==> config.mk <==
export PLATFORM = sky130hd
export DESIGN_NAME = flp_pack_arb
export DESIGN_NICKNAME = d
export VERILOG_FILES = /design/src/rtl/flp_pack_arb.sv
export SDC_FILE = /design/constraint.sdc
export NUM_CORES = 1
export LEC_CHECK = 0
export ABC_AREA = 1
export CELL_PAD_IN_SITES_DETAIL_PLACEMENT = 2
export CELL_PAD_IN_SITES_GLOBAL_PLACEMENT = 2
export CORE_ASPECT_RATIO = 1.4
export CORE_MARGIN = 5
export CORE_UTILIZATION = 24
export DETAILED_ROUTE_END_ITERATION = 12
export GPL_TIMING_DRIVEN = 0
export PLACE_DENSITY = 0.87
export SETUP_SLACK_MARGIN = 0.5
export SLEW_MARGIN = 10
export SYNTH_ARGS = -nofsm -noshare
export SYNTH_HDL_FRONTEND = slang
export SYNTH_HIERARCHICAL = 1
export SYNTH_SLANG_ARGS = --single-unit
==> constraint.sdc <==
create_clock -name clk -period 3.5 [get_ports clk]
set_input_delay 0.875 -clock clk [delete_from_list [all_inputs] [get_ports clk]]
set_output_delay 0.875 -clock clk [all_outputs]
set_load 0.005 [all_outputs]
==> src/rtl/flp_pack_arb.sv <==
// flp_pack_arb: shares one flp_pack between NREQ unpacked-result producers.
// A round-robin arbiter grants at most one requester per cycle. The granted
// fields are packed combinationally and written into a registered 2-entry
// FIFO. The FIFO head drives a valid/ready consumer together with the index
// of the source requester.
// Optional feature: define FLP_PACK_ARB_PERF_EN to add o_stall_cnt. This is a
// saturating 16-bit count of cycles in which a request is pending but not
// granted.
// flp_pack packing rules: nan > inf > zero > normal. NaN packs as a positive
// canonical quiet NaN. A clear hidden bit packs as a subnormal with a zero
// biased exponent field.

module flp_pack #(
  parameter int EWIDTH = 8,
  parameter int SWIDTH = 23
) (
  input  logic              sn,
  input  logic [EWIDTH-1:0] ex,
  input  logic [SWIDTH:0]   sg,
  input  logic              zero,
  input  logic              nan,
  input  logic              inf,
  output logic [EWIDTH+SWIDTH:0] fpd
);

  // Flag-prioritised field packing; the hidden bit is dropped from storage
  always_comb begin
    // NOTE: every combinational output gets a default first so no path can infer a latch.
    fpd = {sn, ex, sg[SWIDTH-1:0]};
    if (nan)
      fpd = {1'b0, {EWIDTH{1'b1}}, 1'b1, {(SWIDTH-1){1'b0}}};
    else if (inf)
      fpd = {sn, {EWIDTH{1'b1}}, {SWIDTH{1'b0}}};
    else if (zero)
      fpd = {sn, {(EWIDTH+SWIDTH){1'b0}}};
    else if (!sg[SWIDTH])
      fpd = {sn, {EWIDTH{1'b0}}, sg[SWIDTH-1:0]};
  end

endmodule

module flp_pack_arb #(
  parameter  int EWIDTH = 8,
  parameter  int SWIDTH = 23,
  parameter  int NREQ   = 4,
  localparam int SRCW   = $clog2(NREQ),
  localparam int FW     = EWIDTH + SWIDTH + 1
) (
  input  logic                     clk,
  input  logic                     rst,
  input  logic [NREQ-1:0]          i_req_vld,
  output logic [NREQ-1:0]          o_req_rdy,
  input  logic [NREQ-1:0]          i_req_sn,
  input  logic [NREQ*EWIDTH-1:0]   i_req_ex,
  input  logic [NREQ*(SWIDTH+1)-1:0] i_req_sg,
  input  logic [NREQ-1:0]          i_req_zero,
  input  logic [NREQ-1:0]          i_req_nan,
  input  logic [NREQ-1:0]          i_req_inf,
  output logic                     o_vld,
  input  logic                     i_rdy,
  output logic [FW-1:0]            o_fpd,
  output logic [SRCW-1:0]          o_src
`ifdef FLP_PACK_ARB_PERF_EN
  ,
  output logic [15:0]              o_stall_cnt
`endif
);

  typedef enum logic [1:0] {
    EMPTY = 2'd0,
    ONE   = 2'd1,
    TWO   = 2'd2
  } state_t;

  state_t          state, state_nxt;
  logic [SRCW-1:0] ptr;
  logic [SRCW-1:0] gnt_idx;
  logic [SRCW-1:0] cand;
  logic            found;
  logic            space;
  logic            push;
  logic            pop;

  logic              sel_sn;
  logic [EWIDTH-1:0] sel_ex;
  logic [SWIDTH:0]   sel_sg;
  logic              sel_zero;
  logic              sel_nan;
  logic              sel_inf;
  logic [FW-1:0]     packed_word;

  // Second FIFO entry; the head lives directly in o_fpd/o_src
  logic [FW-1:0]   buf1_fpd;
  logic [SRCW-1:0] buf1_src;

  // Round-robin search: first valid requester starting at ptr, wrapping
  always_comb begin
    found   = 1'b0;
    gnt_idx = '0;
    cand    = '0;
    for (int i = 0; i < NREQ; i++) begin
      cand = SRCW'((int'(ptr) + i) % NREQ);
      if (!found && i_req_vld[cand]) begin
        found   = 1'b1;
        gnt_idx = cand;
      end
    end
  end

  // Space comes from registered state only, so i_rdy never reaches o_req_rdy
  assign space     = !rst && (state != TWO);
  assign push      = found && space;
  assign o_req_rdy = push ? (NREQ'(1) << gnt_idx) : '0;
  assign o_vld     = (state != EMPTY);
  assign pop       = o_vld && i_rdy;

  // Route the granted requester's fields into the shared packer
  assign sel_sn   = i_req_sn[gnt_idx];
  assign sel_ex   = i_req_ex[gnt_idx*EWIDTH +: EWIDTH];
  assign sel_sg   = i_req_sg[gnt_idx*(SWIDTH+1) +: (SWIDTH+1)];
  assign sel_zero = i_req_zero[gnt_idx];
  assign sel_nan  = i_req_nan[gnt_idx];
  assign sel_inf  = i_req_inf[gnt_idx];

  flp_pack #(
    .EWIDTH(EWIDTH),
    .SWIDTH(SWIDTH)
  ) u_pack (
    .sn  (sel_sn),
    .ex  (sel_ex),
    .sg  (sel_sg),
    .zero(sel_zero),
    .nan (sel_nan),
    .inf (sel_inf),
    .fpd (packed_word)
  );

  // Buffer occupancy register
  always_ff @(posedge clk or posedge rst) begin
    // NOTE: clocked blocks use non-blocking assignments so every register samples pre-edge values.
    if (rst) state <= EMPTY;
    else     state <= state_nxt;
  end

  // Occupancy transitions from push/pop
  always_comb begin
    state_nxt = state;
    unique case (state)
      EMPTY:   if (push) state_nxt = ONE;
      ONE: begin
        if (push && !pop)      state_nxt = TWO;
        else if (pop && !push) state_nxt = EMPTY;
      end
      TWO:     if (pop) state_nxt = ONE;
      default: state_nxt = EMPTY;
    endcase
  end

  // Round-robin pointer: one past the last granted requester
  always_ff @(posedge clk or posedge rst) begin
    if (rst)
      ptr <= '0;
    else if (push)
      ptr <= (gnt_idx == SRCW'(NREQ-1)) ? '0 : gnt_idx + SRCW'(1);
  end

  // Two-entry FIFO storage: write the tail, shift up on pop
  always_ff @(posedge clk or posedge rst) begin
    // NOTE: the storage is tiny and its head is a port, so it is reset to give o_fpd/o_src defined values.
    if (rst) begin
      o_fpd    <= '0;
      o_src    <= '0;
      buf1_fpd <= '0;
      buf1_src <= '0;
    end else begin
      unique case (state)
        EMPTY: begin
          if (push) begin
            o_fpd <= packed_word;
            o_src <= gnt_idx;
          end
        end
        ONE: begin
          if (push && pop) begin
            o_fpd <= packed_word;
            o_src <= gnt_idx;
          end else if (push) begin
            buf1_fpd <= packed_word;
            buf1_src <= gnt_idx;
          end
        end
        TWO: begin
          if (pop) begin
            o_fpd <= buf1_fpd;
            o_src <= buf1_src;
          end
        end
        default: ;
      endcase
    end
  end

`ifdef FLP_PACK_ARB_PERF_EN
  // Saturating count of cycles with a pending request but no grant
  always_ff @(posedge clk or posedge rst) begin
    if (rst)
      o_stall_cnt <= '0;
    else if (|i_req_vld && !push && o_stall_cnt != 16'hFFFF)
      o_stall_cnt <= o_stall_cnt + 16'd1;
  end
`endif

endmodule

==> impl_metrics.csv, run 1 <==
group,metric,value,unit
cells_and_area,mostFrequentLayoutCell,"nand2_1",
clock_tree,cts_made_buffers,9,
floorplan,dieArea,26850,µm²
routing,drt_first_pass_iters,4,
clock_tree,hold_buffers,0,
critical_path,crit_arrival,2.39,ns
logic_synthesis,syn_nets,1020,
clock_tree,clock_path_buffers,2,
placed_design,place_inst,1358,
global_routing,grt_pass1_wl,39.18,mm
routing,drt_iter0_drc,142,
pwr,seqPwrFrac,11.5,%
global_routing,grt_max_degree,44,
critical_path,worstSetupPathType,"primary input to primary output",
floorplan,die_h,191.9,µm
run_status,outcome,"finished, final reports clean",
floorplan,initial_core_util,24.36,%
critical_path,crit_required,2.62,ns
logic_synthesis,synth_cell_type_count,25,
logic_synthesis,yosysTopAreaCellShare,31.77,%
pwr,power,11.13,mW
cells_and_area,mostFrequentLayoutCells,"254 x nand2_1, 181 x clkdlybuf4s50_1, 118 x inv_1, 84 x nand3_1, 72 x nand3b_1",
routing,wl,25.80,mm
clock_tree,clkTransAtPathRegs,0.06,ns
logic_synthesis,synth_largest_area_cell,"dfrtp_1",
run,maxCapViolations,0,
clock_tree,clkLatencyLatePin,0.34,ns
routing,wl_per_cell,18.43,µm
timing,relSlewSlack,58.75,%
timing,fmax,0.3060,GHz
critical_path,rrSetupSlack,0.42,ns
cells_and_area,drive_gt1_share,16.67,%
timing,min_period,3.268,ns
timing,finClkSkew,0.005458,ns
cells_and_area,fin_area,8827,µm²
logic_synthesis,synth_area,5672,µm²
logic_synthesis,seq_area_frac_synth,31.77,%
floorplan,fp.coreArea,23290,µm²
critical_path,worstSetupStartpointType,"primary input",
global_routing,grt_pass1_vias,7301,
pwr,power_density,1261,nW/µm²
clock_tree,cts_tree,"yes",
pwr,p_switching,5.998,mW
logic_synthesis,netlist_instances,862,
floorplan,pin_count,190,
critical_path,crit_fanout,5,
cells_and_area,fin_cells,1400,
timing,grt_setup_unrepaired,"yes",
pwr,ir_worst_vdd,0.3944,mV
placed_design,gp_congestion,0.8224,
routing,drc,0,
min_path,hold_path.class,"register to register",
global_routing,gr-total-overflow,0,
pwr,p_int,5.131,mW
timing,hold_viol,0,
critical_path,reg2reg_from,"ptr[0]",
global_routing,antenna_found_initial,1,
clock_tree,cts_sinks,72,
pwr,combPwrFrac,79.0,%
timing,tightest_slew,0.6188,ns
logic_synthesis,avgSynthCellArea,6.580,µm²
pwr,p_sw_share,53.89,%
routing,detail_route.vias_per_cell,4.641,
cells_and_area,n_fill_cell,2748,
timing,fin_crit_sh,93.36,%
pwr,clockPowerShare,9.5,%
critical_path,worst_r2r_endpoint,"o_fpd[4]",
placed_design,port_buffers,189,
min_path,min_to,"buf1_fpd[20]",
pwr,p_leak,4.305,nW
routing,ant_nets,0,
critical_path,worst_setup_path_end_kind,"primary output",
clock_tree,htreeDepth,3,
clock_tree,cts_root_buffer,"clkbuf_16",
routing,vias,6497,
floorplan,die_w,139.9,µm
min_path,min_from,"buf1_fpd[20]",
timing,slew_viol_final,0,
global_routing,grt_usage,18.31,%
placed_design,dp_hpwl,19.92,mm
floorplan,rows,66,
logic_synthesis,synth_area_leaders,"dfrtp_1 32%, nand2_1 18%, nand3b_1 9.5%, inv_1 8.5%, nand3_1 7.7%",
min_path,hold_depth,2,
logic_synthesis,yosys_warnings,6,
cells_and_area,area_growth,55.64,%
placed_design,post_dp_cell_area,7979,µm²
timing,tns,0,ns
cells_and_area,fin_nets,1245,
logic_synthesis,synth_seq_cells,72,
critical_path,r2r_cells,23,
timing,setup_viol,0,
==> area by class of cell <==
class                   count  area, µm²  share of cell area, %
multi-input cells         598       3198                  36.23
repair buffers            214       2110                  23.90
flip-flops and latches     72       1803                  20.43
inverters                 133      524.3                  5.939
plain buffers              59      467.9                  5.301
well taps                 306      382.9                  4.337
clock buffers              10      229.0                  2.594
clock inverters             6      107.6                  1.219
diodes                      2      5.005                0.05670
==> synth_stat cells (all sizes together) <==
cell type,number
dfrtp,72
inv,133
ha,7
a21oi,2
nand4,2
o21ai,101
nand2,286
nand3,92
a31oi,1
nand3b,72
buf,45
clkbuf,14
nor2,35
==> sequential cells by signal (all words and copies together) (netlist names) <==
register  flops
o_src         2
buf1_src      2
buf1_fpd     32
ptr           2
o_fpd        32
state         2
==> power by group through the flow <==
stage	Clock [mW]	Combinational (mW)	Sequential, mW
2_1_floorplan	0	5.02	1.25
3_3_place_gp	0	7.39	1.26
3_5_place_dp	0	7.65	1.28
4_1_cts	1.07	8.31	1.27
5_1_grt	1.11	9.69	1.31
6_report	1.06	8.79	1.28
==> through the flow <==
stage	utilization, %	setup slack [ns]	hold WS, ns
5_1_grt	37.89	0.1314	0.5040
3_5_place_dp	34.26	-0.8828	0.4680
3_3_place_gp	34.13	-0.7717	0.4601
4_1_cts	36.72	0.2985	0.4822
2_1_floorplan	-	0.5088	0.4479
6_report	37.91	0.2324	0.4798
==> cell families after synthesis <==
group / share of synthesized area [%]
buffers and inverters: 15.75
and+or+nand+nor: 41.34
AOI/OAI and AO/OA: 9.596
adders and majority gates: 1.544
DFF: 31.77
==> how the worst max path moves through the flow <==
| stage | start | to | slack, ns |
|---|---|---|---|
| 2_1_floorplan | i_req_vld[1] | o_req_rdy[1] | 0.51 |
| 3_3_place_gp | i_req_vld[1] | o_req_rdy[3] | -0.77 |
| 3_5_place_dp | i_req_vld[1] | o_req_rdy[2] | -0.88 |
| 4_1_cts | i_req_vld[2] | o_req_rdy[1] | 0.30 |
| 5_1_grt | ptr[0] | o_req_rdy[2] | 0.13 |
| 6_report | i_req_vld[2] | o_req_rdy[1] | 0.23 |
==> what timing repair did <==
action,in CTS,in global routing
buffers inserted,14,10
resized for setup,86,59
endpoints found under the setup margin,70,63
pin swaps,25,22
==> metal layers <==
layer	global-route usage, %	share of wire, %	wire [µm]
met3	2.989	4.0	1035
met1	19.54	38	9686
met4	7.233	3.6	917
met5	0	0	0
met2	35.53	55	14160
==> critical path, stage by stage <==
cell	delay, ns
buf_6	0.10
inv_2	0.05
nand2_2	0.09
nand3_4	0.10
nand2_4	0.09
nor2_8	0.14
nand3_4	0.12
nand2_4	0.10
nand2_4	0.06
buf_8	0.12
buf_8	0.14
inv_8	0.06
ha_4	0.11
inv_1	0.03
nor2_1	0.08
buf_2	0.12
No activity file was read; power rests on OpenSTA's default activity.
==> run 2, diff against run 1 <==
--- a/config.mk
+++ b/config.mk
@@ -10,10 +10,10 @@
 export CELL_PAD_IN_SITES_GLOBAL_PLACEMENT = 2
 export CORE_ASPECT_RATIO = 1.4
 export CORE_MARGIN = 5
-export CORE_UTILIZATION = 24
+export CORE_UTILIZATION = 26
 export DETAILED_ROUTE_END_ITERATION = 12
 export GPL_TIMING_DRIVEN = 0
-export PLACE_DENSITY = 0.87
+export PLACE_DENSITY = 0.93
 export SETUP_SLACK_MARGIN = 0.5
 export SLEW_MARGIN = 10
 export SYNTH_ARGS = -nofsm -noshare
==> constraint.sdc (replaced) <==
create_clock -name clk -period 4 [get_ports clk]
set_input_delay 1 -clock clk [delete_from_list [all_inputs] [get_ports clk]]
set_output_delay 1 -clock clk [all_outputs]
set_load 0.005 [all_outputs]
==> impl_metrics.csv, run 2 (synthesis results as in run 1) <==
group,metric,value,unit
floorplan,die_w,134.8,µm
clock_tree,cts_sinks,72,
timing,setup_viol,0,
routing,wl_met1,10.59,mm
global_routing,grt_usage,21.36,%
critical_path,crit_family,"simple AND/OR/NAND/NOR gates",
cells_and_area,largestRegisters,"buf1_fpd (32), o_fpd (32)",
timing,tns,0,ns
global_routing,grt_pass1_vias,7434,
routing,detail_route.vias_per_cell,4.811,
clock_tree,cts_tree,"yes",
critical_path,crit_arrival,2.63,ns
timing,fin_crit_sh,90.66,%
critical_path,crit_fanout,6,
critical_path,cpMostUsedCell,"nand2_4",
routing,wl,28.30,mm
critical_path,crit_required,3.00,ns
clock_tree,clkTransAtPathRegs,0.06,ns
cells_and_area,area_growth,54.45,%
critical_path,critPathBufInv,6,
placed_design,port_buffers,189,
critical_path,slowest_delay,0.23,ns
cells_and_area,mostFrequentLayoutCells,"257 x nand2_1, 181 x clkdlybuf4s50_1, 117 x inv_1, 84 x nand3_1, 72 x nand3b_1",
global_routing,gr-total-overflow,0,
routing,ant_nets,0,
global_routing,grt_max_degree,42,
routing,wl_met3,1.001,mm
placed_design,pre_cts_slack,-0.7403,ns
placed_design,dp_hpwl,20.72,mm
clock_tree,cts_made_buffers,9,
clock_tree,clock_path_buffers,2,
floorplan,die_h,184.8,µm
timing,grt_setup_unrepaired,"yes",
floorplan,pin_count,190,
run,maxCapViolations,0,
floorplan,dieArea,24910,µm²
timing,finClkSkew,0.01143,ns
routing,route.met2.wl,15.41,mm
run_status,outcome,"finished, final reports clean",
global_routing,grt_pass1_wl,41.79,mm
floorplan,rows,64,
clock_tree,htreeDepth,3,
cells_and_area,fin_nets,1246,
timing,holdWs,0.4793,ns
timing,slew_viol_final,0,
cells_and_area,fin_cells,1394,
timing,hold_viol,0,
critical_path,worstSetupPathType,"primary input to primary output",
clock_tree,cts_root_buffer,"clkbuf_16",
routing,drt_iter0_drc,273,
critical_path,worst_path_max_delay_cell,"nand4_1",
min_path,hold_path.class,"register to register",
timing,fmax,0.2758,GHz
placed_design,place_inst,1349,
timing,min_period,3.626,ns
critical_path,worstSetupStartpointType,"primary input",
critical_path,crit_chain,"buf_6 -> inv_2 -> nand2_4 -> nand3_4 -> nand2_4 -> nor2_8 -> nand4_1 -> nand2_4 -> inv_6 -> buf_12 -> ha_4 -> inv_2 -> nor2_4 -> buf_2",
global_routing,antenna_found_initial,3,
timing,tightest_slew,0.4994,ns
routing,wl_per_cell,20.30,µm
floorplan,initial_core_util,26.14,%
timing,worst_slack,0.3737,ns
cells_and_area,mostFrequentLayoutCell,"nand2_1",
timing,relSlewSlack,66.71,%
clock_tree,clkLatencyLatePin,0.34,ns
routing,drc,0,
floorplan,fp.coreArea,21700,µm²
routing,vias,6706,
routing,top_layer_used,"met4",
cells_and_area,drive_gt1_share,16.19,%
routing,drt_first_pass_iters,4,
critical_path,worst_setup_path_end_kind,"primary output",
placed_design,gp_congestion,0.8075,
-- run 2: cell types whose count changed in the layout (fill, tap and decap cells not counted), moves of 2 or more --
cell      before  now
clkbuf_4       3    1
inv_4          3    5
diode_2        2    4
buf_6         18   13
nand2_2       18   16
o21ai_2       10    7
clkbuf_1      11   14
o21ai_1       29   25
clkbuf_2       1    3
nand2_1      254  257
buf_2         14   20
o21ai_0       62   69
-- run 2: metal layers --
metal / track usage (%) / vias to the layer above
li1: - / 3146
met3: 2.758 / 63
met2: 41.03 / 181
met1: 22.82 / 3316
met5: 0 / -
met4: 9.984 / 0
-- run 2: layout make-up --
type                            count  area, µm²
Tap cell                          297      371.6
Antenna cell                        4      10.01
Timing Repair Buffer              215       2110
Multi-Input combinational cell    598       3196
Inverter                          133      524.3
Clock buffer                       13      250.2
Buffer                             59      430.4
Sequential cell                    72       1803
Clock inverter                      3      65.06
Fill cell                        2530      12940
-- run 2: repair_timing --
action | 4_1_cts | 5_1_grt
endpoints found under the setup margin | 67 | 51
cloned | 0 | 1
pin swaps | 22 | 20
endpoints found under the hold margin | 0 | 0
setup buffers | 12 | 12
hold buffers | 0 | 0
gates resized for setup | 85 | 37
-- run 2: tightest hold or removal path: cells and delay by family, from the launching register on --
kind,cells,cell delay [ns]
compound gates,1,0.06
flops,1,0.34
simple gates,1,0.05
-- run 2: metrics by stage --
step | utilization [%] | area, µm²
after floorplan | - | 5672
after CTS | 39.31 | 8531
after detailed placement | 36.67 | 7958
after global routing | 40.35 | 8757
after global placement | 36.57 | 7935
final | 40.37 | 8760
-- run 2: path summary, 6_finish.rpt --
check / from / to / slack [ns] / depth (start not counted)
worst max register to register: ptr[0] / o_fpd[11] / 0.71 / 24
worst min register to register: buf1_fpd[15] / buf1_fpd[15] / 0.48 / 2
max in group asynchronous: rst / o_fpd[7] / 2.31 / 3
worst min-delay path: buf1_fpd[15] / buf1_fpd[15] / 0.48 / 2
worst max-delay path: i_req_vld[2] / o_req_rdy[3] / 0.37 / 14
min in group asynchronous: rst / ptr[0] / 1.10 / 2
Power of run 2 is not shown: default switching activity piles up to over one toggle a cycle in this logic, so the estimate is an artifact.
==> patch 1 (config.mk and constraints of run 1) <==
The parameter `NREQ` goes from 4 to 2.
--- a/src/rtl/flp_pack_arb.sv
+++ b/src/rtl/flp_pack_arb.sv
@@ -42,7 +42,7 @@
 module flp_pack_arb #(
   parameter  int EWIDTH = 8,
   parameter  int SWIDTH = 23,
-  parameter  int NREQ   = 4,
+  parameter  int NREQ   = 2,
   localparam int SRCW   = $clog2(NREQ),
   localparam int FW     = EWIDTH + SWIDTH + 1
 ) (
Interface: changed (9 resized); port bits go from 190 to 113. No check against the original RTL was run, so the function may have changed too.
==> patch 1 against run 1 <==
  * Total power decreased by 62%
  * Setup slack improved by 420 ps
  * Via count decreased by 34%
  * Area after synthesis decreased by 31%
  * Largest power group unchanged
  * Clock power decreased by 7%
  * Critical path depth decreased by 9
  * Wire length decreased by 35%
  * Sequential cell count decreased by 3
  * Critical endpoint unchanged
  * Die area decreased by 29%
  * Utilization decreased by 0.33 points
  * Cell area decreased by 31%
  * Highest routed layer unchanged
==> patch 1: results (changes against run 1) <==
DR pass1 iterations = 4 (unchanged)
Worst skew pair latency = 340 ps (about the same)
Placer Congestion = 0.772 (-6.1%)
Status = finished, final reports clean
Sequential fraction of the synthesis area = 0.439 (+0.121)
Switching portion of total power = 0.387 (-0.152)
Skew final = 6.17 ps (+0.714 ps)
1st-iter DRT viols = 160 (+13%)
H-tree depth = 3 (unchanged)
WL per Instance = 18.2 um (-0.98%)
Crit-path slowest cell = dlygate4sd2_1
Vias in the first global route = 5015 (-31%)
Slew HR = 0.398 (-0.190)
M1 GR Usage = 0.192 (-0.00293)
Final setup viols = 0 (unchanged)
Largest net degree at the start of global routing = 20 (-55%)
Antenna violations before repair = 0 (-1)
Async set-reset flop share out of synthesis = 1.00 (unchanged)
Clk slew on worst S/H paths = 60 ps (about the same)
Main synth FF type = dfrtp_1
Arrival @ worst endpoint = 1980 ps (-410 ps)
Buffers on Ports = 112 (-41%)
Top Registers = buf1_fpd x32, o_fpd x32, state x2
Share of layout cells above drive strength 1 = 0.169 (+0.00233)
Met3 usage = 0.0231 (-0.00677)
Clock root buffer = clkbuf_16
Most frequent cells after synthesis = nand2_1 (283), dfrtp_1 (69), o21ai_0 (60)
Placed Area = 5600 sq um (-30%)
Post-DP HPWL = 12.2 mm (-39%)
VDD IR-drop max = 0.000305 V (-23%)
Top post-synthesis cells by area = dfrtp_1 (44%), nand2_1 (27%), o21ai_0 (7.6%), nand3_1 (5.6%), inv_1 (3.6%)
Synth warn = 6 (unchanged)
Hold Slack = 469 ps (-11.2 ps)
Post-layout nets = 790 (-37%)
First-pass GRT wire length = 26.9 mm (-31%)
# diodes = 0 (-2)
Synth cell types = 22 (-12%)
Num CTS Buffers = 9 (unchanged)
Leak = 0.00290 uW (-33%)
M2 GR Usage = 0.344 (-0.0115)
Overall Global Routing Usage = 0.176 (-0.00743)
Slowest stage delay, CP = 250 ps (+110 ps)
Cell family with most CP delay = buffers and inverters
Post-Syn Nets = 653 (-36%)
Hold Path Class = reg2reg
DR vias/cell = 4.69 (+1.1%)
Reg-to-reg setup timing slack = 1160 ps (+740 ps)
Max clock buf depth = 2 (unchanged)
Max FO, Critical Path = 6 (+1)
## patch 1: cell type report
cell class / count / area, sq um
multi-input cells: 429 / 2050
repair buffers: 125 / 1260
repair inverters: 1 / 5.00
clock inverters: 7 / 90.1
flip-flops and latches: 69 / 1730
plain buffers: 34 / 298
clock buffers: 9 / 225
fillers: 1811 / 10100
well taps: 199 / 249
inverters: 42 / 166
## patch 1: path summary, 6_finish.rpt
kind | cells after the start | endpoint | start
worst min-delay path | 2 | o_fpd[0]$_DFFE_PP0P_ | o_fpd[0]$_DFFE_PP0P_
worst max-delay path | 7 | o_req_rdy[1] | rst
min in group asynchronous | 3 | buf1_fpd[20]$_DFFE_PP0P_ | rst
max in group asynchronous | 2 | buf1_fpd[28]$_DFFE_PP0P_ | rst
worst min register to register | 2 | o_fpd[0]$_DFFE_PP0P_ | o_fpd[0]$_DFFE_PP0P_
worst max register to register | 10 | buf1_fpd[1]$_DFFE_PP0P_ | state[0]$_DFFE_PP0P_
## patch 1: per-stage QoR
step	total power [uW]	utilization	setup slack, ps	cells	setup TNS (ps)
after floorplan	2360	-	253	574	0
final	4220	0.376	648	915	0
after global placement	3050	0.345	-1350	885	-66110
after global routing	4480	0.376	568	915	0
after detailed placement	3180	0.346	-772	886	-29230
after CTS	4240	0.372	500	910	0
## patch 1: power groups by stage
stage                     sequential (uW)  combinational, uW  clock [uW]
after CTS                            1320               1920         996
final                                1320               1910         986
after global placement               1290               1750           0
after global routing                 1360               2090        1040
after floorplan                      1280               1070           0
after detailed placement             1320               1860           0
## patch 1: what timing repair did
item | CTS | global route
hold buffers | 0 | 0
gates resized for setup | 18 | 21
pin swaps | 3 | 1
endpoints found under the setup margin | 70 | 29
setup buffers | 6 | 5
gates cloned | 2 | 0
## patch 1: cell families after synthesis
group	share of synthesized area
buffers and inverters	0.0875
AND/OR/NAND/NOR	0.372
adder cells (fa/ha/maj)	0.00636
AO/OA/AOI/OAI	0.0837
flip-flops	0.439
multiplexers	0.0114
## patch 1: worst min-delay path: stages (launching register included)
cell,delay [ps]
dfrtp_1,340
nand2_1,50
nand2_1,40
## patch 1: layer usage
| layer | share of wire | up-vias | wire (um) |
|---|---|---|---|
| met3 | 0.028 | 23 | 471 |
| met5 | 0 | - | 0 |
| met1 | 0.39 | 2137 | 6490 |
| met4 | 0.019 | 0 | 313 |
| met2 | 0.56 | 85 | 9420 |
| li1 | - | 2049 | - |
==> patch 2 (config.mk and constraints of run 1) <==
Made on the original files. The 3 states of `state_t` get a one-hot encoding in 3 bits.
--- a/src/rtl/flp_pack_arb.sv
+++ b/src/rtl/flp_pack_arb.sv
@@ -66,10 +66,10 @@
 `endif
 );
 
-  typedef enum logic [1:0] {
-    EMPTY = 2'd0,
-    ONE   = 2'd1,
-    TWO   = 2'd2
+  typedef enum logic [2:0] {
+    EMPTY = 3'b001,
+    ONE   = 3'b010,
+    TWO   = 3'b100
   } state_t;
 
   state_t          state, state_nxt;
Formal check against the unedited RTL: same outputs for any inputs over 4 cycles, from zero or initial values and one cycle with rst high; so few cycles prove little.
==> patch 2 against run 1 <==
  * Cell count rose by 3.1%
  * Setup slack got worse by 2.2 ps
  * Wire length rose by 7.3%
  * Non-clock buffer count rose by 1
  * Area after synthesis rose by 1.0%
  * Total power rose by 3.3%
  * Largest cell class unchanged
  * Count of clock-buffer cells in the layout did not move
  * Cell area rose by 1.1%
  * Sequential cell count rose by 1
  * Combinational power rose by 2%
==> patch 2: results (changes against run 1) <==
Via count of the routed design = 6745 (+3.8%)
Antenna violations before repair = 0 (-1)
Top Registers = buf1_fpd x32, o_fpd x32, state x3
# diodes = 0 (-2)
Postcts setup bufs = 19 (+5)
Synth cell types = 27 (+8.0%)
Post-layout nets = 1286 (+3.3%)
Most frequent cells after synthesis = nand2_1 (329), inv_1 (129), nand3_1 (88)
Combinational power = 8930 uW (+2%)
Cell family with most CP delay = buffers and inverters
Leak = 0.00443 uW (+2.9%)
Synth Area in Adders = 0.0131 (-0.00234)
Sequential fraction of the synthesis area = 0.319 (+0.00133)
Clock power share = 0.093 (-0.002)
Skew final = 8.30 ps (+2.84 ps)
Share of layout cells above drive strength 1 = 0.173 (+0.00617)
Post-DP HPWL = 20.6 mm (+3.2%)
Resize count post-CTS = 112 (+30%)
Min Tclk post-route = 3270 ps (+2.21 ps)
Largest net degree at the start of global routing = 49 (+11%)
WL per Instance = 19.2 um (+4.0%)
First-pass GRT wire length = 42.3 mm (+7.9%)
Post-Syn Nets = 1058 (+3.7%)
Status = finished, final reports clean
1st-iter DRT viols = 211 (+49%)
Crit-path slowest cell = ha_4
Overall Global Routing Usage = 0.196 (+0.0126)
Filler cells = 2774 (+0.95%)
DP Worst Slack = -822 ps (+60.6 ps)
Vias in the first global route = 7696 (+5.4%)
Switching portion of total power = 0.537 (-0.00163)
Placer Congestion = 0.856 (+4.0%)
Combinational fraction of design power = 0.776 (-0.014)
Compound-cell area share of the yosys netlist = 0.0672 (-0.0287)
==> patch 2: tightest hold or removal path: cells and delay by family, from the launching register on <==
family	cells	cell delay, ps
DFF	1	340
and+or+nand+nor	2	100
==> patch 2: per-stage QoR <==
| step | utilization | hold slack, ps | cells | instance area, sq um | TNS (ps) |
|---|---|---|---|---|---|
| floorplan | - | 453 | 901 | 5730 | 0 |
| global placement | 0.338 | 464 | 1400 | 8010 | -56250 |
| detailed placement | 0.339 | 467 | 1401 | 8040 | -20390 |
| CTS | 0.367 | 487 | 1436 | 8700 | 0 |
| global route | 0.376 | 516 | 1444 | 8920 | 0 |
| finish | 0.376 | 477 | 1444 | 8920 | 0 |
==> patch 2: final timing paths <==
| path | from | depth (start not counted) | to |
|---|---|---|---|
| hold reg to reg | o_fpd[14]$_DFFE_PP0P_ | 2 | o_fpd[14]$_DFFE_PP0P_ |
| max in group asynchronous | rst | 3 | o_fpd[19]$_DFFE_PP0P_ |
| setup / recovery | i_req_vld[1] | 16 | o_req_rdy[3] |
| min in group asynchronous | rst | 2 | state[2]$_DFFE_PP0P_ |
| hold / removal | o_fpd[14]$_DFFE_PP0P_ | 2 | o_fpd[14]$_DFFE_PP0P_ |
| setup reg to reg | ptr[0]$_DFFE_PP0P_ | 23 | o_fpd[21]$_DFFE_PP0P_ |
==> patch 2: area by class of cell <==
cell class	instances	share of cell area
plain buffers	57	0.0501
clock buffers	10	0.0257
clock inverters	6	0.0121
inverters	137	0.0607
multi-input cells	634	0.367
flip-flops and latches	73	0.205
well taps	310	0.0435
repair buffers	217	0.237
==> patch 2: routing by layer <==
metal,global-route usage,up-vias,wire (um)
li1,-,3245,-
met1,0.209,3316,10700
met2,0.396,155,15300
met3,0.0322,29,1150
met4,0.0418,0,495
met5,0,-,0
